===== src/rtl/regfile_bypass_sb.sv =====
// Parametrised register file with byte-enable writes, write-to-read bypass,
// a per-register pending scoreboard and a sequential clear engine.
module regfile_bypass_sb #(
  parameter int DATA_W   = 32,
  parameter int ADDR_W   = 5,
  parameter bit ZERO_REG = 1'b1
) (
  input  logic                clk,
  input  logic                reset,
  input  logic [ADDR_W-1:0]   rd_addr1,
  input  logic [ADDR_W-1:0]   rd_addr2,
  output logic [DATA_W-1:0]   rd_data1,
  output logic [DATA_W-1:0]   rd_data2,
  output logic                rd_pend1,
  output logic                rd_pend2,
  input  logic                wr_en,
  input  logic [ADDR_W-1:0]   wr_addr,
  input  logic [DATA_W/8-1:0] wr_be,
  input  logic [DATA_W-1:0]   wr_data,
  input  logic                wr_retire,
  input  logic                iss_en,
  input  logic [ADDR_W-1:0]   iss_addr,
  input  logic                clr_req,
  output logic                clr_busy,
  output logic                clr_done
);

  localparam int unsigned NUM_REGS = 2 ** ADDR_W;
  localparam int unsigned BE_W     = DATA_W / 8;
  localparam logic [ADDR_W-1:0] LAST_IDX = ADDR_W'(NUM_REGS - 1);

  typedef enum logic [1:0] {
    S_IDLE,
    S_CLEAR,
    S_DONE
  } state_t;

  state_t              r_state;
  logic [ADDR_W-1:0]   r_cnt;
  logic                r_busy;
  logic                r_done;
  logic [DATA_W-1:0]   r_mem [NUM_REGS];
  logic [NUM_REGS-1:0] r_pend;

  logic                w_wr_ok;
  logic                w_wr_store;
  logic                w_ret_hit;
  logic                w_iss_ok;
  logic [DATA_W-1:0]   w_wr_mask;
  logic [DATA_W-1:0]   w_wr_merged;
  logic [NUM_REGS-1:0] w_pend_nxt;

  // The clear engine owns the array while busy; all external updates are dropped.
  assign w_wr_ok    = wr_en & ~r_busy;
  assign w_wr_store = w_wr_ok & ~(ZERO_REG && (wr_addr == '0));
  assign w_ret_hit  = w_wr_ok & wr_retire;
  assign w_iss_ok   = iss_en & ~r_busy;

  always_comb begin
    w_wr_mask = '0;
    for (int unsigned b = 0; b < BE_W; b++) begin
      w_wr_mask[8*b +: 8] = {8{wr_be[b]}};
    end
  end

  assign w_wr_merged = (r_mem[wr_addr] & ~w_wr_mask) | (wr_data & w_wr_mask);

  always_comb begin
    rd_data1 = r_mem[rd_addr1];
    if (w_wr_ok && (rd_addr1 == wr_addr)) rd_data1 = w_wr_merged;
    if (ZERO_REG && (rd_addr1 == '0))     rd_data1 = '0;

    rd_data2 = r_mem[rd_addr2];
    if (w_wr_ok && (rd_addr2 == wr_addr)) rd_data2 = w_wr_merged;
    if (ZERO_REG && (rd_addr2 == '0))     rd_data2 = '0;
  end

  // Issue wins over retire so an issue/retire pair on one index stays pending.
  always_comb begin
    w_pend_nxt = r_pend;
    if (w_ret_hit) w_pend_nxt[wr_addr]  = 1'b0;
    if (w_iss_ok)  w_pend_nxt[iss_addr] = 1'b1;
    if (ZERO_REG)  w_pend_nxt[0]        = 1'b0;
  end

  assign rd_pend1 = r_pend[rd_addr1] & ~(w_ret_hit & (wr_addr == rd_addr1));
  assign rd_pend2 = r_pend[rd_addr2] & ~(w_ret_hit & (wr_addr == rd_addr2));

  assign clr_busy = r_busy;
  assign clr_done = r_done;

  always_ff @(posedge clk) begin
    if (!reset) begin
      for (int unsigned i = 0; i < NUM_REGS; i++) begin
        r_mem[ADDR_W'(i)] <= '0;
      end
      r_pend  <= '0;
      r_state <= S_IDLE;
      r_cnt   <= '0;
      r_busy  <= 1'b0;
      r_done  <= 1'b0;
    end else begin
      r_pend <= w_pend_nxt;
      if (w_wr_store) r_mem[wr_addr] <= w_wr_merged;

      case (r_state)
        S_IDLE: begin
          r_done <= 1'b0;
          if (clr_req) begin
            r_state <= S_CLEAR;
            r_cnt   <= '0;
            r_busy  <= 1'b1;
          end
        end
        S_CLEAR: begin
          r_mem[r_cnt]  <= '0;
          r_pend[r_cnt] <= 1'b0;
          r_cnt         <= r_cnt + 1'b1;
          if (r_cnt == LAST_IDX) begin
            r_state <= S_DONE;
            r_busy  <= 1'b0;
            r_done  <= 1'b1;
          end
        end
        S_DONE: begin
          r_done  <= 1'b0;
          r_state <= S_IDLE;
        end
        default: begin
          r_state <= S_IDLE;
          r_busy  <= 1'b0;
          r_done  <= 1'b0;
        end
      endcase
    end
  end

endmodule


===== config.mk =====
export PLATFORM = sky130hd
export DESIGN_NAME = regfile_bypass_sb
export DESIGN_NICKNAME = d
export VERILOG_FILES = /design/src/rtl/regfile_bypass_sb.sv
export SDC_FILE = /design/constraint.sdc
export NUM_CORES = 2
export LEC_CHECK = 0
export CAP_MARGIN = 10
export CORE_ASPECT_RATIO = 1.75
export CORE_MARGIN = 2
export CORE_UTILIZATION = 30
export DETAILED_ROUTE_END_ITERATION = 12
export GPL_TIMING_DRIVEN = 1
export PLACE_DENSITY = 0.48
export RECOVER_POWER = 100
export SYNTH_ARGS = -nofsm -noshare
export SYNTH_HDL_FRONTEND = slang
export SYNTH_SLANG_ARGS = --single-unit

===== constraint.sdc =====
create_clock -name clk -period 6.55 [get_ports clk]
set_clock_uncertainty 0.1 [all_clocks]
set_input_delay 1.31 -clock clk [delete_from_list [all_inputs] [get_ports clk]]
set_output_delay 1.31 -clock clk [all_outputs]
set_load 0.01 [all_outputs]

== After elaboration in Yosys (flattened, before gate mapping) ==
Memory sizes are Yosys's and may differ from the RTL's.
Index checks and enable logic that the tools add are counted.

* Reduce and logical (&&, ||, !) cells: 16
* $add $sub $neg: 1
* $lt $le $gt $ge: 8
* Muxes and demuxes: 38
* Equality and inequality tests: 9
* Bitwise gates (word level): 22

{| class="wikitable"
|+ Operator list
! operator !! number
|-
| 32-bit two-way mux || 9
|-
| 32-bit AND || 4
|-
| 32-bit inverter || 3
|-
| 32-bit bitwise OR || 2
|-
| 32-bit OR reduction || 2
|-
| 5-bit by 6-bit less-than comparator with 1-bit output (second input constant) || 5
|-
| 5-bit == test || 4
|-
| 1-bit two-way mux || 16
|-
| 1-bit demux with 5-bit select || 3
|-
| 5-bit by 1-bit greater-or-equal comparator with 1-bit output (second input constant) || 3
|-
| 5-bit logical NOT || 3
|-
| 5-bit two-way mux || 3
|-
| 1-bit binary-select mux with 5-bit select || 2
|-
| 5-bit case mux with 2 select lines || 1
|-
| 1-bit AND || 8
|-
| 2-bit AND reduction || 3
|-
| 5-bit by 1-bit adder with 5-bit output (second input constant) || 1
|-
| 5-bit == test (second input constant) || 1
|-
| 1-bit logical AND || 5
|-
| 1-bit inverter || 5
|-
| 2-bit two-way mux || 2
|-
| 2-bit != test (second input constant) || 2
|-
| 2-bit case mux with 2 select lines || 1
|-
| 1-bit case mux with 3 select lines || 1
|-
| other kinds (5) || 5
|}

* Bits in writable memories: 1,024
* Logic and storage cells: 101
* Memories: 1
* Bits of input ports: 62
* Register bits: 41

{| class="wikitable"
|+ Memories
! memory !! depth !! bits a word !! read ports !! clocked after memory_dff !! wr ports !! line !! RTL
|-
| r_mem || 32 || 32 || 3 || 0 || 32 || 42 || <nowiki>logic [DATA_W-1:0] r_mem [NUM_REGS];</nowiki>
|}

== Logic depth before layout (Yosys ltp) ==
* Word-level depth: 11
* Depth in mapped cells: 12
* Depth with buffers taken out: 7

== Worst setup path after synthesis ==
OpenSTA, ideal clock, no wires.

* Path type: input to output
* Start: input port wr_addr[1]
* End: output port rd_data2[3]
* Path buffers: 4
* Stages: 9
* Setup slack: 1,561 ps
* Data arrival time: 3,579 ps
* Path through: buf_2 > clkbuf_1 > clkbuf_1 > mux4_2 > a22oi_1 > nand2_1 > o32ai_1 > buf_2 > o21ai_0

* Word-level cells in the longest chain between the ends: 5

{| class="wikitable"
|+ RTL lines
! what !! line !! RTL
|-
| start: declaration || 17 || <nowiki>input logic [ADDR_W-1:0] wr_addr,</nowiki>
|-
| memory 32 x 32 bit || n/a ||
|-
| 32-bit AND || 66 || <nowiki>assign w_wr_merged = (r_mem[wr_addr] & ~w_wr_mask) | (wr_data & w_wr_mask);</nowiki>
|-
| 32-bit bitwise OR || 66 ||
|-
| 32-bit two-way mux (*) || 74 || <nowiki>if (w_wr_ok && (rd_addr2 == wr_addr)) rd_data2 = w_wr_merged;</nowiki>
|-
| 32-bit two-way mux (*) || 75 || <nowiki>if (ZERO_REG && (rd_addr2 == '0)) rd_data2 = '0;</nowiki>
|-
| end: declaration || 13 || <nowiki>output logic [DATA_W-1:0] rd_data2,</nowiki>
|}

Mark *: on every way between the ends. The rest lies on a longest branch, timed or not.

==> results.py <==
metrics = {
    "sta": {
        "tightest_slew_ns": 3.47,
        "timing.final.ws_setup_ns": -0.123,
        "rsz0062_at_grt": "false",
        "timing.final.hold_violations": 0,
        "fmax_mhz": 150,
        "period_needed_ns": 6.67,
        "whs_ns": 0.389,
        "finalCritPeriodShare_pct": 102,
        "maxSlewHeadroom_pct": -132,
        "setup-violations-final": 32,
        "slew_viol_final": 1137,
    },
    "die": {
        "die_area_sq_um": 200000,
        "start_util_pct": 30.2,
        "num_rows": 215,
        "core_sq_um": 196000,
        "die_w_um": 339,
        "die_h_um": 590,
        "boundaryPins": 130,
    },
    "clocking": {
        "cts_buffers": 102,
        "holdBufCountCts": 0,
        "path_clk_slew_ns": 0.06,
        "clockRootBuffer": "clkbuf_16",
        "cts_buffer_depth": 3,
        "numClockSinks": 1064,
        "htree_num_levels": 3,
        "cts_tree": "built",
        "clock_latency_ns": 0.75,
    },
    "yosys": {
        "synth_compound_area_share_pct": 17.8,
        "ys_seq_area_share_pct": 36.1,
        "yosys_warnings": 0,
        "synth-seq-cells": 1064,
        "syn_area_sq_um": 59000,
        "synth_edf_count": 0,
        "synthAdderAreaFrac_pct": 0.106,
        "ys_types": 76,
        "synthMuxAreaShare_pct": 34.1,
        "synth-xor-area-share_pct": 0.149,
        "syn_area_per_cell_sq_um": 11.1,
        "synth_nets": 5383,
        "syn_inst": 5316,
        "async_flop_share_pct": 0,
        "synth_top_family_by_area": "multiplexers",
        "synth_flop_cell": "dfxtp_1",
        "synth-simple-area-share_pct": 7.18,
    },
    "flow_run": {
        "maxCapViolations": 48,
    },
    "grt": {
        "antenna_found_initial": 30,
        "grt_pass1_wl_um": 432000,
        "grt_pass1_vias": 52300,
        "grt_max_degree": 64,
        "grt-ovfl-total": 0,
        "grt_use_total_pct": 30.8,
    },
    "power": {
        "leakagePower_nw": 23.0,
        "irDropWorstVdd_v": 0.000179,
        "p_per_area_nw_per_um2": 220,
    },
    "setup_path": {
        "crit_family": "buffers and inverters",
        "worst_path_max_delay_cell": "a21oi_1",
        "critPathRequiredTime_ns": 7.10,
        "critPathBufInv": 4,
        "reg2regPathDepth": 8,
        "r2r_start": "r_cnt[0]",
        "start_kind": "input port",
        "endpoint_kind": "flip-flop",
        "rrSetupSlack_ns": 0.96,
        "cp_slowest_stage_delay_ns": 2.21,
        "criticalPathCategory": "in -> reg",
        "r2r_end": "r_mem[27][3]",
        "path_max_fanout": 32,
        "crit_chain": "dlygate4sd3_1, clkbuf_1, nand4b_1, clkbuf_1, o21ai_0, a21oi_1, buf_4, nand2_1, o21ai_0",
        "arrival_ns": 7.22,
    },
    "worst_hold_path": {
        "hold_path.class": "reg -> reg",
        "min_from": "r_mem[10][22]",
        "whs_path_depth": 2,
        "whs_endpoint": "r_mem[10][22]",
    },
    "detailed_routing": {
        "vias": 52900,
        "drtPass1Iterations": 10,
        "drc": 1,
        "drtAntennaViolNets": 0,
        "wl_per_cell_um": 39.6,
        "wl_um": 317000,
        "first_iter_violations": 7204,
        "vias_per_cell": 6.60,
    },
    "cells_and_area": {
        "fillers": 19600,
        "mostFrequentLayoutCell": "dfxtp_1",
        "finish.utilization_pct": 34.7,
        "area_delta_synth_final_pct": 15.2,
        "drive_gt1_share_pct": 25.3,
        "fin_nets": 5377,
        "fin_cells": 8014,
        "final_cell_mix": "dfxtp_1 (1064), nand2_1 (789), mux4_2 (779), o21ai_0 (771), mux2i_1 (239)",
    },
    "place": {
        "dpl.hpwl_um": 199000,
        "portBuffers": 129,
        "placed_cells": 7809,
        "gp_congestion": 0.941,
    },
    "status": {
        "violations": "design-rule violations, max-capacitance violations, max-slew violations, negative setup slack",
        "status": "finished with violations",
    },
}
[through the flow]
step | total power [W] | setup TNS [ns] | instance area (sq um) | setup slack [ns]
6_report | 0.0149 | -1.81 | 68000 | -0.123
3_3_place_gp | 0.00862 | 0 | 64800 | 0.0354
2_1_floorplan | 0.00762 | 0 | 59000 | 1.56
5_1_grt | 0.0152 | 0 | 67900 | 0.0315
3_5_place_dp | 0.00863 | 0 | 64900 | 0.0514
4_1_cts | 0.0149 | 0 | 68300 | 0.0306
[sequential cells by signal, summed over array words and instances, names as in the netlist]
signal	count
clr_busy	1
clr_done	1
r_cnt	5
r_mem	1024
r_pend	31
r_state	2
[logic make-up after synthesis]
kind of cell	after synthesis
flip-flops	1064
adder cells (fa/ha/maj)	5
buffers and inverters	598
AO/OA/AOI/OAI	1605
XOR/XNOR	10
multiplexers	1026
AND/OR/NAND/NOR	1008
[cells in the mapped netlist (all sizes together) (7+ instances only)]
library cell	count	share of area (%)
dfxtp	1064	36
nand2	791	5.0
mux4	786	30
o21ai	777	6.6
clkbuf	361	2.3
mux2i	239	4.1
a22o	220	3.3
buf	218	2.1
o2bb2ai	145	2.2
a22oi	112	1.4
a21oi	100	0.85
o211ai	77	0.98
and2	46	0.49
nor2	46	0.29
a221oi	35	0.52
o22ai	32	0.34
nor2b	19	0.20
and3	18	0.19
nand3	18	0.15
inv	17	0.11
a32oi	14	0.21
nor3	14	0.13
nand2b	12	0.13
o32ai	12	0.18
o211a	11	0.19
a32o	9	0.15
nor3b	9	0.11
a221o	8	0.14
xor2	8	0.12
a211oi	7	0.089
[area by class of cell]
type | count | area (sq um) | share of cell area [%]
clock buffers | 147 | 2960 | 4.36
clock inverters | 41 | 493 | 0.725
inverters | 19 | 77.6 | 0.114
well taps | 2604 | 3260 | 4.79
multi-input cells | 3654 | 35600 | 52.4
diodes | 16 | 40.0 | 0.0589
repair buffers | 469 | 4190 | 6.16
flip-flops and latches | 1064 | 21300 | 31.3
[per-layer routing]
layer / track usage, % / share of wire [%] / routed length (um)
met1: 34.9 / 34 / 109000
met2: 48.0 / 45 / 143000
met3: 6.90 / 9.6 / 30500
met4: 28.9 / 11 / 34300
met5: 0 / 0.026 / 82
[tightest hold or removal path: cells and delay by family (launching register included)]
family | cells | cell delay, ns
flops | 1 | 0.32
simple gates | 1 | 0.05
compound gates | 1 | 0.06
[power by group]
group	internal (W)	switching [W]
Sequential	0.00650	0.0000333
Combinational	0.000575	0.00140
Clock	0.00348	0.00294
[timing repair]
item,in CTS,in global routing
buffers inserted,0,0
gates resized for setup,0,2
setup endpoints to repair,0,1
[worst max path at each step]
stage,to,slack [ns],depth (start not counted),from
final,r_mem[30][14],-0.12,9,reset
after global routing,rd_data1[6],0.03,10,wr_addr[3]
after CTS,rd_data1[19],0.03,10,wr_addr[3]
after detailed placement,rd_data1[19],0.05,10,wr_addr[3]
after global placement,rd_data1[19],0.04,10,wr_addr[3]
after floorplan,rd_data2[3],1.56,9,wr_addr[1]
Power figures use the tool's default switching activity.
